<file path="src/rtl/or1200_except_pkg.sv">
// Shared state encoding, exception type codes and vector layout for the
// exception dispatch slice.
package or1200_except_pkg;

  typedef enum logic [1:0] {
    ST_IDLE     = 2'd0,
    ST_FLUSH    = 2'd1,
    ST_REDIRECT = 2'd2,
    ST_FETCH    = 2'd3
  } disp_state_t;

  localparam logic [3:0] EXC_NONE     = 4'd0;
  localparam logic [3:0] EXC_RESET    = 4'd1;
  localparam logic [3:0] EXC_BUSERR   = 4'd2;
  localparam logic [3:0] EXC_DPF      = 4'd3;
  localparam logic [3:0] EXC_IPF      = 4'd4;
  localparam logic [3:0] EXC_TICK     = 4'd5;
  localparam logic [3:0] EXC_ALIGN    = 4'd6;
  localparam logic [3:0] EXC_ILLEGAL  = 4'd7;
  localparam logic [3:0] EXC_INT      = 4'd8;
  localparam logic [3:0] EXC_DTLBMISS = 4'd9;
  localparam logic [3:0] EXC_ITLBMISS = 4'd10;
  localparam logic [3:0] EXC_RANGE    = 4'd11;
  localparam logic [3:0] EXC_SYSCALL  = 4'd12;
  localparam logic [3:0] EXC_FP       = 4'd13;
  localparam logic [3:0] EXC_TRAP     = 4'd14;

  localparam int VEC_OFS_SHIFT = 8;

endpackage

</file>
<file path="src/rtl/or1200_except_vecgen.sv">
// Exception vector address: optional high prefix OR'ed with the type code
// placed at the vector offset.
module or1200_except_vecgen
  import or1200_except_pkg::*;
#(
  parameter logic [31:0] VEC_HI_BASE = 32'hF000_0000
) (
  input  logic [3:0]  exc_type,
  input  logic        eph,
  output logic [31:0] target
);

  always_comb begin
    target = (eph ? VEC_HI_BASE : 32'h0) | ({28'h0, exc_type} << VEC_OFS_SHIFT);
  end

endmodule

</file>
<file path="src/rtl/or1200_except_dispatch.sv">
// Converts exception requests and rfe into a genpc redirect, then tracks the
// first fetch at the new target. One pending slot buffers requests while busy.
//
//   state    | meaning
//   IDLE     | waiting for a request or a pending exception
//   FLUSH    | counting flush-free cycles before redirecting
//   REDIRECT | redirect_valid/redirect_pc presented until genpc accepts
//   FETCH    | first fetch at target outstanding, timeout running
module or1200_except_dispatch
  import or1200_except_pkg::*;
#(
  parameter int          FLUSH_CYCLES = 2,
  parameter logic [31:0] VEC_HI_BASE  = 32'hF000_0000,
  parameter int          ACK_TIMEOUT  = 16
) (
  input  logic        clk,
  input  logic        rst,
  input  logic        except_start,
  input  logic [3:0]  except_type,
  input  logic        except_flushpipe,
  input  logic        sr_eph,
  input  logic        rfe,
  input  logic [31:0] epcr,
  input  logic        genpc_freeze,
  input  logic        icpu_ack_i,
  input  logic        icpu_err_i,
  output logic        redirect_valid,
  output logic [31:0] redirect_pc,
  output logic        fetch_req,
  output logic        busy,
  output logic        dispatched,
  output logic [3:0]  dispatch_type,
  output logic        fetch_err,
  output logic        pend_ovf
);

  localparam logic [3:0] FLUSH_N = 4'(FLUSH_CYCLES);
  localparam logic [7:0] TMO_N   = 8'(ACK_TIMEOUT);

  disp_state_t state;
  logic [3:0]  flush_cnt;
  logic [7:0]  tmo_cnt;
  logic [7:0]  tmo_inc;
  logic        pend_full;
  logic [3:0]  pend_type;
  logic [31:0] pend_target;
  logic [31:0] vec_target;
  logic        new_exc;
  logic        take_pend;
  logic        to_slot;

  or1200_except_vecgen #(.VEC_HI_BASE(VEC_HI_BASE)) u_vecgen (
    .exc_type (except_type),
    .eph      (sr_eph),
    .target   (vec_target)
  );

  assign new_exc   = except_start && (except_type != EXC_NONE);
  assign take_pend = (state == ST_IDLE) && pend_full;
  // A new request lands in the slot whenever it cannot be accepted directly.
  assign to_slot   = new_exc && ((state != ST_IDLE) || pend_full);
  assign busy      = (state != ST_IDLE);

  always_comb begin
    tmo_inc = (tmo_cnt == 8'hFF) ? tmo_cnt : tmo_cnt + 8'd1;
  end

  always_ff @(posedge clk or negedge rst) begin
    if (!rst) begin
      state          <= ST_IDLE;
      flush_cnt      <= 4'd0;
      tmo_cnt        <= 8'd0;
      pend_full      <= 1'b0;
      pend_type      <= 4'd0;
      pend_target    <= 32'h0;
      redirect_valid <= 1'b0;
      redirect_pc    <= 32'h0;
      fetch_req      <= 1'b0;
      dispatched     <= 1'b0;
      dispatch_type  <= 4'd0;
      fetch_err      <= 1'b0;
      pend_ovf       <= 1'b0;
    end else begin
      dispatched <= 1'b0;
      fetch_err  <= 1'b0;
      pend_ovf   <= 1'b0;

      if (to_slot) begin
        pend_full   <= 1'b1;
        pend_type   <= except_type;
        pend_target <= vec_target;
        pend_ovf    <= pend_full && !take_pend;
      end else if (take_pend) begin
        pend_full <= 1'b0;
      end

      case (state)
        ST_IDLE: begin
          if (pend_full) begin
            state         <= ST_FLUSH;
            redirect_pc   <= pend_target;
            dispatch_type <= pend_type;
            flush_cnt     <= except_flushpipe ? 4'd0 : 4'd1;
          end else if (new_exc) begin
            state         <= ST_FLUSH;
            redirect_pc   <= vec_target;
            dispatch_type <= except_type;
            flush_cnt     <= except_flushpipe ? 4'd0 : 4'd1;
          end else if (rfe) begin
            state          <= ST_REDIRECT;
            redirect_pc    <= epcr;
            dispatch_type  <= EXC_NONE;
            redirect_valid <= 1'b1;
          end
        end
        ST_FLUSH: begin
          if (flush_cnt == FLUSH_N) begin
            state          <= ST_REDIRECT;
            redirect_valid <= 1'b1;
          end else if (except_flushpipe) begin
            flush_cnt <= 4'd0;
          end else if (flush_cnt != 4'hF) begin
            flush_cnt <= flush_cnt + 4'd1;
          end
        end
        ST_REDIRECT: begin
          if (!genpc_freeze) begin
            state          <= ST_FETCH;
            redirect_valid <= 1'b0;
            fetch_req      <= 1'b1;
            tmo_cnt        <= 8'd0;
          end
        end
        ST_FETCH: begin
          tmo_cnt <= tmo_inc;
          if (icpu_err_i || (tmo_inc == TMO_N)) begin
            state     <= ST_IDLE;
            fetch_req <= 1'b0;
            fetch_err <= 1'b1;
          end else if (icpu_ack_i) begin
            state      <= ST_IDLE;
            fetch_req  <= 1'b0;
            dispatched <= 1'b1;
          end
        end
        default: state <= ST_IDLE;
      endcase
    end
  end

endmodule

</file>
<file path="config.mk">
export PLATFORM = sky130hd
export DESIGN_NAME = or1200_except_dispatch
export DESIGN_NICKNAME = d
export VERILOG_FILES = /design/src/rtl/or1200_except_pkg.sv /design/src/rtl/or1200_except_vecgen.sv /design/src/rtl/or1200_except_dispatch.sv
export SDC_FILE = /design/constraint.sdc
export NUM_CORES = 1
export LEC_CHECK = 0
export CORE_MARGIN = 8
export CORE_UTILIZATION = 58
export DETAILED_ROUTE_END_ITERATION = 10
export PLACE_DENSITY_LB_ADDON = 0.3
export SLEW_MARGIN = 5
export SYNTH_ARGS = -nofsm -noshare
export SYNTH_HDL_FRONTEND = slang
export SYNTH_HIERARCHICAL = 1
export SYNTH_SLANG_ARGS = --single-unit
</file>
<file path="constraint.sdc">
create_clock -name clk -period 5.1 [get_ports clk]
set_input_delay 1.02 -clock clk [delete_from_list [all_inputs] [get_ports clk]]
set_output_delay 1.02 -clock clk [all_outputs]
set_load 0.01 [all_outputs]
</file>
==> run summary, run 1 <==
DRT Wirelength - 11000 um
Fin Hold WS - 0.487 ns
clk root buf - clkbuf_8
Mapped Cells - 500
CP startpoint - except_type[3]
crit-path most repeated cell - buf_4
Worst path slowest cell - buf_4
synthesized flop and latch total - 92
Critical Path Start Type - input pin
final hold vios - 0
DRT Pass-1 Iters - 4
drt initial violations - 172
Max FO, Critical Path - 72
GPL Wtd Cong - 0.861
asr flop ratio synth - 100%
unrepaired setup endpoints after global routing - false
Yosys warnings - 6
Worst Path Required - 5.31 ns
pin count of the biggest net entering global routing - 73
layout cell share with drive strength beyond 1 - 11.5%
fin crit share - 63.0%
Post-Syn Area - 4880 um^2
port bufs - 86
Post-DP HPWL - 7560 um
cell count after placement - 656
Core Area - 8180 um^2
Setup Fix Bufs, Post-CTS - 0
Post-synth EDFFs - 0
CP Data Arrival Time - 3.42 ns
CTS resizes - 0
Final Slew Violations - 0
fin crit period - 3.22 ns
Starting Density - 59.6%
dpl ws - 1.55 ns
commonest non-fill, non-tap cell in the layout - dfrtp_1
CTS Buffer Depth - 2
post-synth cell types - 49
pwr/cell area - 523 nW/um^2
slowest cell delay on critical path - 0.51 ns
worst skew pair latency - 0.35 ns
fin nets - 614
MaxCap Viol Count - 0
Worst-Margin Slew - 1.20 ns
Peak VDD IR - 352 uV
Vias/cell - 5.58
Worst R2R Start - state[0]
final cell count without fillers - 672
clock sinks - 92
Slew headroom - 19.9%
sequential fraction of the synthesis area - 47.2%
commonest cells after routing, fill and taps aside - 91 x dfrtp_1, 85 x clkdlybuf4s50_1, 51 x nand2_1
DRC - 0
die area - 11600 um^2
vias in the first global route - 3750
final clock skew - 0.00870 ns
total gr overflow - 0
Largest delay share family, worst path - buffers and inverters
Filler cells - 611
number of CTS-inserted buffers - 9
worst path cell trace - clkdlybuf4s50_1 > o41ai_2 > buf_4 > and2_1 > inv_2 > o21ai_4 > buf_4 > o21ai_0
syn avg cell area - 9.75 um^2
Clock transition at path regs - 0.09 ns
row cnt - 33
Max Freq - 311 MHz
hold path start - redirect_pc[7]
Area Overhead vs Synth - 19.6%
Final TNS setup - 0 ns
initial antenna violation count - 0
final setup violation count - 0
PnR worst setup slack - 1.88 ns
CTS tree - done
DR vias - 3748
n_diodes - 0
CP Class - in -> reg
drt wl/cell - 16.3 um
leakage - 2.55 nW
ANT nets after route - 0
hold buffers post-CTS - 0
min-delay worst type - reg -> reg
ys flop type - dfrtp_1
Top Ports - 87
status - finished, final reports clean
first-pass GRT wire length - 18200 um
htree depth - 3
Die Span X - 108 um
die height - 108 um
Crit path buffers/inverters - 4
GRT Util Overall - 19.5%
critical path endpoint category - flip-flop
[layout make-up]
| cell class | count | area [um^2] | area share (%) |
|---|---|---|---|
| Sequential cell | 92 | 2300 | 39.5 |
| Multi-Input combinational cell | 358 | 2240 | 38.4 |
| Clock inverter | 6 | 93.8 | 1.61 |
| Clock buffer | 10 | 128 | 2.19 |
| Tap cell | 105 | 131 | 2.25 |
| Inverter | 10 | 37.5 | 0.644 |
| Timing Repair Buffer | 91 | 896 | 15.4 |
[metal layers]
metal	routed length, um	vias up	track usage, %
li1	-	1809	-
met1	4430	1836	22.9
met2	5780	89	34.4
met3	603	14	4.61
met4	142	0	5.55
met5	0	-	0
[stage by stage]
stage / power [mW] / util [%] / cell area (um^2)
2_1_floorplan: 1.99 / - / 4960
3_3_place_gp: 2.44 / 68.6 / 5610
3_5_place_dp: 2.51 / 68.6 / 5610
4_1_cts: 3.06 / 71.3 / 5830
5_1_grt: 3.26 / 71.3 / 5830
6_report: 3.05 / 71.3 / 5830
[power by group]
group | switching, mW | internal [mW] | total, mW | leakage [nW]
sequential | 0.162 | 0.997 | 1.16 | 1.13
clock | 0.271 | 0.282 | 0.552 | 0.108
combinational | 0.704 | 0.634 | 1.34 | 1.31
total | 1.14 | 1.91 | 3.05 | 2.55
[flip-flops by register name, summed over array words and instances, names as in the netlist]
| register | cells |
|---|---|
| pend_target | 32 |
| dispatched | 1 |
| flush_cnt | 4 |
| tmo_cnt | 8 |
| pend_type | 4 |
| state | 2 |
| fetch_req | 1 |
| redirect_valid | 1 |
| fetch_err | 1 |
| redirect_pc | 32 |
| dispatch_type | 4 |
| pend_ovf | 1 |
| pend_full | 1 |
[logic make-up (layout without fill, tap and decap cells)]
| logic type | count (synthesis) | after routing | share of synthesized area (%) |
|---|---|---|---|
| flip-flops | 92 | 92 | 47.2 |
| AO/OA/AOI/OAI | 123 | 123 | 14.8 |
| buffers and inverters | 73 | 117 | 8.90 |
| AND/OR/NAND/NOR | 135 | 135 | 12.1 |
| other | 1 | 24 | 0.0769 |
| multiplexers | 69 | 69 | 15.1 |
| adder cells (fa/ha/maj) | 7 | 7 | 1.80 |
[cell usage after synthesis, types with 2 or more instances]
cell | instances | area share [%]
nand2_1 | 51 | 3.9
o22a_1 | 2 | 0.36
buf_1 | 2 | 0.15
mux2_2 | 36 | 8.3
a21oi_1 | 45 | 4.6
buf_2 | 6 | 0.62
clkbuf_2 | 2 | 0.21
o21ai_0 | 43 | 4.4
dfrtp_1 | 92 | 47
buf_4 | 40 | 6.2
and3_1 | 6 | 0.77
inv_1 | 9 | 0.69
clkbuf_1 | 13 | 1.0
o21ai_1 | 5 | 0.51
a311oi_1 | 2 | 0.36
nand3_1 | 3 | 0.31
nor2b_1 | 6 | 0.77
o31ai_1 | 2 | 0.31
a22oi_1 | 2 | 0.31
nand4_1 | 4 | 0.51
ha_1 | 7 | 1.8
a21o_1 | 2 | 0.31
mux2i_1 | 33 | 6.8
a22o_1 | 3 | 0.54
nor3_1 | 8 | 0.82
a31oi_1 | 5 | 0.64
and2_1 | 2 | 0.26
nor2_1 | 47 | 3.6
nand2b_1 | 2 | 0.26
[tightest hold or removal path: stages, from the launching register on]
cell and delay, ns:
dfrtp_1 0.35, nand2_1 0.04, o21ai_0 0.06
[final timing paths]
path	end	slack (ns)	cells past startpoint
worst max-delay path	redirect_pc[13]	1.88	8
worst min register to register	redirect_pc[7]	0.49	2
worst min-delay path	redirect_pc[7]	0.49	2
max in group asynchronous	pend_full	3.41	2
worst max register to register	pend_target[31]	2.61	4
min in group asynchronous	redirect_pc[6]	0.72	1
(Power assumes the default switching activity.)
==> run 2: changes to the inputs <==
CORE_UTILIZATION = 49   (was 58)
clock period = 2.6 ns   (was 5.1 ns; I/O delays follow)
==> run summary, run 2 (synthesized netlist as in run 1, its figures left out) <==
GRT Util Overall - 16.4% (-3.1 points)
power share of the clock group - 17.4% (-0.7 points)
Post-DP HPWL - 7510 um (-0.60%)
Final Slew Violations - 0 (unchanged)
port bufs - 86 (unchanged)
vias in the first global route - 3557 (-5.1%)
Top Ports - 87 (unchanged)
Setup Fix Bufs, Post-CTS - 0 (unchanged)
htree depth - 3 (unchanged)
switching pwr - 2.21 mW (+94%)
Filler cells - 835 (+37%)
die area - 13400 um^2 (+16%)
CTS tree - done
Worst-Margin Slew - 0.653 ns (-0.547 ns)
CTS Buffer Depth - 2 (unchanged)
status - finished, final reports clean
fin nets - 623 (+1.5%)
clk root buf - clkbuf_8
die height - 116 um (+7.5%)
Max Freq - 454 MHz
number of CTS-inserted buffers - 9 (unchanged)
CP Data Arrival Time - 1.68 ns (-1.74 ns)
final clock skew - 0.0107 ns (+0.00198 ns)
Worst Path Required - 2.08 ns (-3.23 ns)
pin count of the biggest net entering global routing - 71 (-2.7%)
dpl ws - 0.0550 ns (-1.49 ns)
Worst R2R Start - tmo_cnt[0]
n_diodes - 0 (unchanged)
P_int - 3.73 mW (+95%)
Slew headroom - 56.5% (+37 points)
final setup violation count - 0 (unchanged)
PnR worst setup slack - 0.395 ns (-1.49 ns)
Area Overhead vs Synth - 22.5%
ANT nets after route - 0 (unchanged)
Max FO, Critical Path - 4 (-94%)
hold buffers post-CTS - 0 (unchanged)
Critical Path Start Type - flip-flop
Peak VDD IR - 764 uV (+120%)
DR vias - 3721 (-0.72%)
drt initial violations - 170 (-1.2%)
R2R Path End - state[0]
row cnt - 36 (+9.1%)
initial antenna violation count - 0 (unchanged)
Vias/cell - 5.25 (-5.9%)
min-delay worst type - in -> async
commonest non-fill, non-tap cell in the layout - dfrtp_1
DRT Pass-1 Iters - 5 (+1)
CTS resizes - 0 (unchanged)
total gr overflow - 0 (unchanged)
fin crit period - 2.20 ns
layout cell share with drive strength beyond 1 - 13.0% (+1.6 points)
pwr/cell area - 994 nW/um^2 (+90%)
Sw Ratio - 37.2% (-0.098 points)
Starting Density - 50.1% (-9.5 points)
worst skew pair latency - 0.36 ns (about the same)
Combinational Power Share - 44.8% (+0.9 points)
Final TNS setup - 0 ns (unchanged)
unrepaired setup endpoints after global routing - false
Clock transition at path regs - 0.10 ns (about the same)
commonest cells after routing, fill and taps aside - 91 x dfrtp_1, 85 x clkdlybuf4s50_1, 51 x nand2_1
DRC - 0 (unchanged)
Worst Reg-to-Reg Cells - 7 (+3)
r2r setup slk - 0.40 ns (-2.21 ns)
leakage - 2.61 nW (+2.4%)
DRT Wirelength - 10500 um (-4.6%)
Fin Hold WS - 0.0752 ns (-0.412 ns)
GPL Wtd Cong - 0.817 (-5.2%)
total power - 5.94 mW (+95%)
Die Span X - 116 um (+7.5%)
drt wl/cell - 14.7 um (-9.6%)
top flop regs - pend_target x32, redirect_pc x32, tmo_cnt x8
MaxCap Viol Count - 0 (unchanged)
critical path endpoint category - output port
clock sinks - 92 (unchanged)
sequential power share - 37.9% (about the same)
CP Class - reg -> out
fin crit share - 84.8%
first-pass GRT wire length - 17600 um (-3.4%)
final hold vios - 0 (unchanged)
Core Area - 9730 um^2 (+19%)
==> run 2: layout make-up <==
| class | instances | area [um^2] | area share, % |
|---|---|---|---|
| sequential | 92 | 2300 | 38.6 |
| multi-input combinational | 358 | 2240 | 37.5 |
| timing repair buffer | 100 | 1010 | 17.0 |
| tap | 133 | 166 | 2.79 |
| clock buffer | 9 | 124 | 2.07 |
| clock inverter | 7 | 88.8 | 1.49 |
| inverter | 10 | 37.5 | 0.628 |
==> run 2: how the worst max path moves through the flow <==
stage                        start               to  slack, ns  cells after the start
finish                    state[0]             busy       0.40                      4
global route            tmo_cnt[0]         state[0]       0.16                      7
CTS                       state[0]             busy       0.38                      4
detailed placement  except_type[3]  redirect_pc[29]       0.05                      8
global placement    except_type[0]  redirect_pc[29]       0.15                      8
floorplan           except_type[3]     flush_cnt[3]       0.69                      7
==> run 2: stage by stage <==
step	area (um^2)	instances	utilization, %
floorplan	4960	523	-
global placement	5760	693	59.2
CTS	5970	709	61.4
detailed placement	5760	693	59.2
global route	5970	709	61.4
finish	5970	709	61.4
==> run 2: power by group through the flow <==
stage	registers (mW)	logic, mW	clock network [mW]
after floorplan	2.35	1.55	0
after global placement	2.26	2.62	0
after detailed placement	2.28	2.69	0
after CTS	2.25	2.69	1.06
after global routing	2.32	2.96	1.12
final	2.25	2.66	1.03
==> run 2: metal layers <==
layer / GRT usage, % / up-vias / share of wire (%)
met1: 22.0 / 1776 / 46
met3: 4.33 / 11 / 6.4
li1: - / 1835 / -
met2: 25.2 / 99 / 46
met5: 0 / - / 0
met4: 5.36 / 0 / 1.4
==> run 2: critical path, stage by stage (launching register included) <==
cell and delay (ns):
dfrtp_1 0.42, inv_1 0.08, ha_1 0.21, inv_1 0.09, clkdlybuf4s50_1 0.54
==> run 3: changes to the inputs <==
CORE_UTILIZATION = 54   (was 49)
clock period = 2.12 ns   (was 2.6 ns; I/O delays follow)
==> run summary, run 3 (synthesized netlist as in run 1, its figures left out) <==
Filler cells - 638 (-24%)
Final Slew Violations - 0 (unchanged)
clock sinks - 92 (unchanged)
R2R Path End - state[0]
Die Span X - 111 um (-4.1%)
drt initial violations - 141 (-17%)
Slew headroom - 55.4% (-1.1 points)
CTS Buffer Depth - 2 (unchanged)
CP Data Arrival Time - 2.29 ns (+0.61 ns)
Core Area - 8720 um^2 (-10%)
GRT Util Overall - 17.8% (+1.4 points)
fin nets - 643 (+3.2%)
DRC - 0 (unchanged)
MaxCap Viol Count - 0 (unchanged)
Starting Density - 55.9% (+5.8 points)
CTS tree - done
clk root buf - clkbuf_8
r2r setup slk - 0.11 ns (-0.29 ns)
Worst-Margin Slew - 0.669 ns (+0.0166 ns)
final setup violation count - 0 (unchanged)
row cnt - 34 (-5.6%)
commonest non-fill, non-tap cell in the layout - dfrtp_1
Top Ports - 87 (unchanged)
Max Freq - 488 MHz
n_diodes - 0 (unchanged)
pin count of the biggest net entering global routing - 71 (unchanged)
fin crit period - 2.05 ns
CP Class - in -> reg
Max FO, Critical Path - 13 (+9)
min-delay worst type - in -> async
ANT nets after route - 0 (unchanged)
fin crit share - 96.6%
Post-DP HPWL - 7920 um (+5.4%)
first-pass GRT wire length - 18400 um (+4.8%)
initial antenna violation count - 0 (unchanged)
port bufs - 86 (unchanged)
Worst Reg-to-Reg Cells - 7 (unchanged)
Worst R2R Start - tmo_cnt[1]
worst skew pair latency - 0.35 ns (about the same)
final instance area - 6110 um^2 (+2.3%)
area occupied by multi-input gates - 2250 um^2 (+0.22%)
die area - 12300 um^2 (-8.0%)
vias in the first global route - 3849 (+8.2%)
final hold vios - 0 (unchanged)
PnR worst setup slack - 0.0729 ns (-0.322 ns)
Register Area - 2300 um^2 (unchanged)
GPL Wtd Cong - 0.854 (+4.6%)
number of CTS-inserted buffers - 9 (unchanged)
cell count after placement - 679 (-2.0%)
dpl cell area - 5800 um^2 (+0.67%)
critical path endpoint category - flip-flop
Worst Path Required - 2.37 ns (+0.29 ns)
final clock skew - 0.00969 ns (-0.000988 ns)
Vias/cell - 5.37 (+2.2%)
die height - 111 um (-4.1%)
DRT Wirelength - 11000 um (+5.2%)
Critical Path Start Type - input pin
leakage - 2.72 nW (+4.2%)
Peak VDD IR - 789 uV (+3.2%)
hold buffers post-CTS - 0 (unchanged)
htree depth - 3 (unchanged)
Clock transition at path regs - 0.09 ns (about the same)
DR vias - 3772 (+1.4%)
total power - 7.62 mW (+28%)
commonest cells after routing, fill and taps aside - 91 x dfrtp_1, 84 x clkdlybuf4s50_1, 51 x nand2_1
Fin Hold WS - 0.0362 ns (-0.0390 ns)
top flop regs - pend_target x32, redirect_pc x32, tmo_cnt x8
unrepaired setup endpoints after global routing - false
Area Overhead vs Synth - 25.4%
layout cell share with drive strength beyond 1 - 16.0% (+2.9 points)
total gr overflow - 0 (unchanged)
dpl ws - -0.342 ns (-0.397 ns)
drt wl/cell - 15.6 um (+6.1%)
status - finished, final reports clean
pwr/cell area - 1250 nW/um^2 (+25%)
DRT Pass-1 Iters - 4 (-1)
final cell count without fillers - 703 (-0.85%)
run 3: layer usage:
metal / GRT usage, % / part of all wire (%) / wire length, um
met1: 21.0 / 43 / 4720
met2: 31.4 / 52 / 5730
met3: 3.84 / 3.9 / 426
met4: 5.51 / 1.1 / 126
met5: 0 / 0 / 0
run 3: report_power, final:
group / internal [mW] / switching, mW
Clock: 0.781 / 0.629
Sequential: 2.40 / 0.357
Combinational: 1.71 / 1.74
Total: 4.89 / 2.72
run 3: repair_timing:
item	CTS	global route
setup endpoints to repair	1	15
pin swaps	0	0
buffers inserted	1	8
resized for setup	1	4
run 3: how the worst max path moves through the flow:
| stage | start | end | cells past startpoint |
|---|---|---|---|
| after detailed placement | except_type[3] | redirect_pc[4] | 8 |
| after floorplan | tmo_cnt[0] | state[0] | 7 |
| final | except_type[3] | redirect_pc[9] | 8 |
| after global placement | except_type[3] | redirect_pc[22] | 8 |
| after global routing | tmo_cnt[1] | state[1] | 8 |
| after CTS | except_type[3] | redirect_pc[2] | 8 |
run 3: cell type report:
class / count / share of cell area (%)
flip-flops and latches: 92 / 37.7
multi-input cells: 358 / 36.7
repair buffers: 120 / 18.9
well taps: 108 / 2.21
clock buffers: 9 / 2.03
clock inverters: 6 / 1.84
inverters: 10 / 0.614
run 3: per-stage QoR:
stage / utilization, % / TNS [ns]
2_1_floorplan: - / 0
3_3_place_gp: 66.5 / -6.66
3_5_place_dp: 66.5 / -13.28
4_1_cts: 69.3 / 0
5_1_grt: 70.1 / 0
6_report: 70.1 / 0
run 3: worst max-delay path, stage by stage:
cell             delay (ns)
clkdlybuf4s50_1        0.44
o41ai_2                0.45
clkbuf_8               0.27
buf_4                  0.12
mux2i_1                0.20
nor2_1                 0.08
a21oi_1                0.21
o21ai_0                0.10
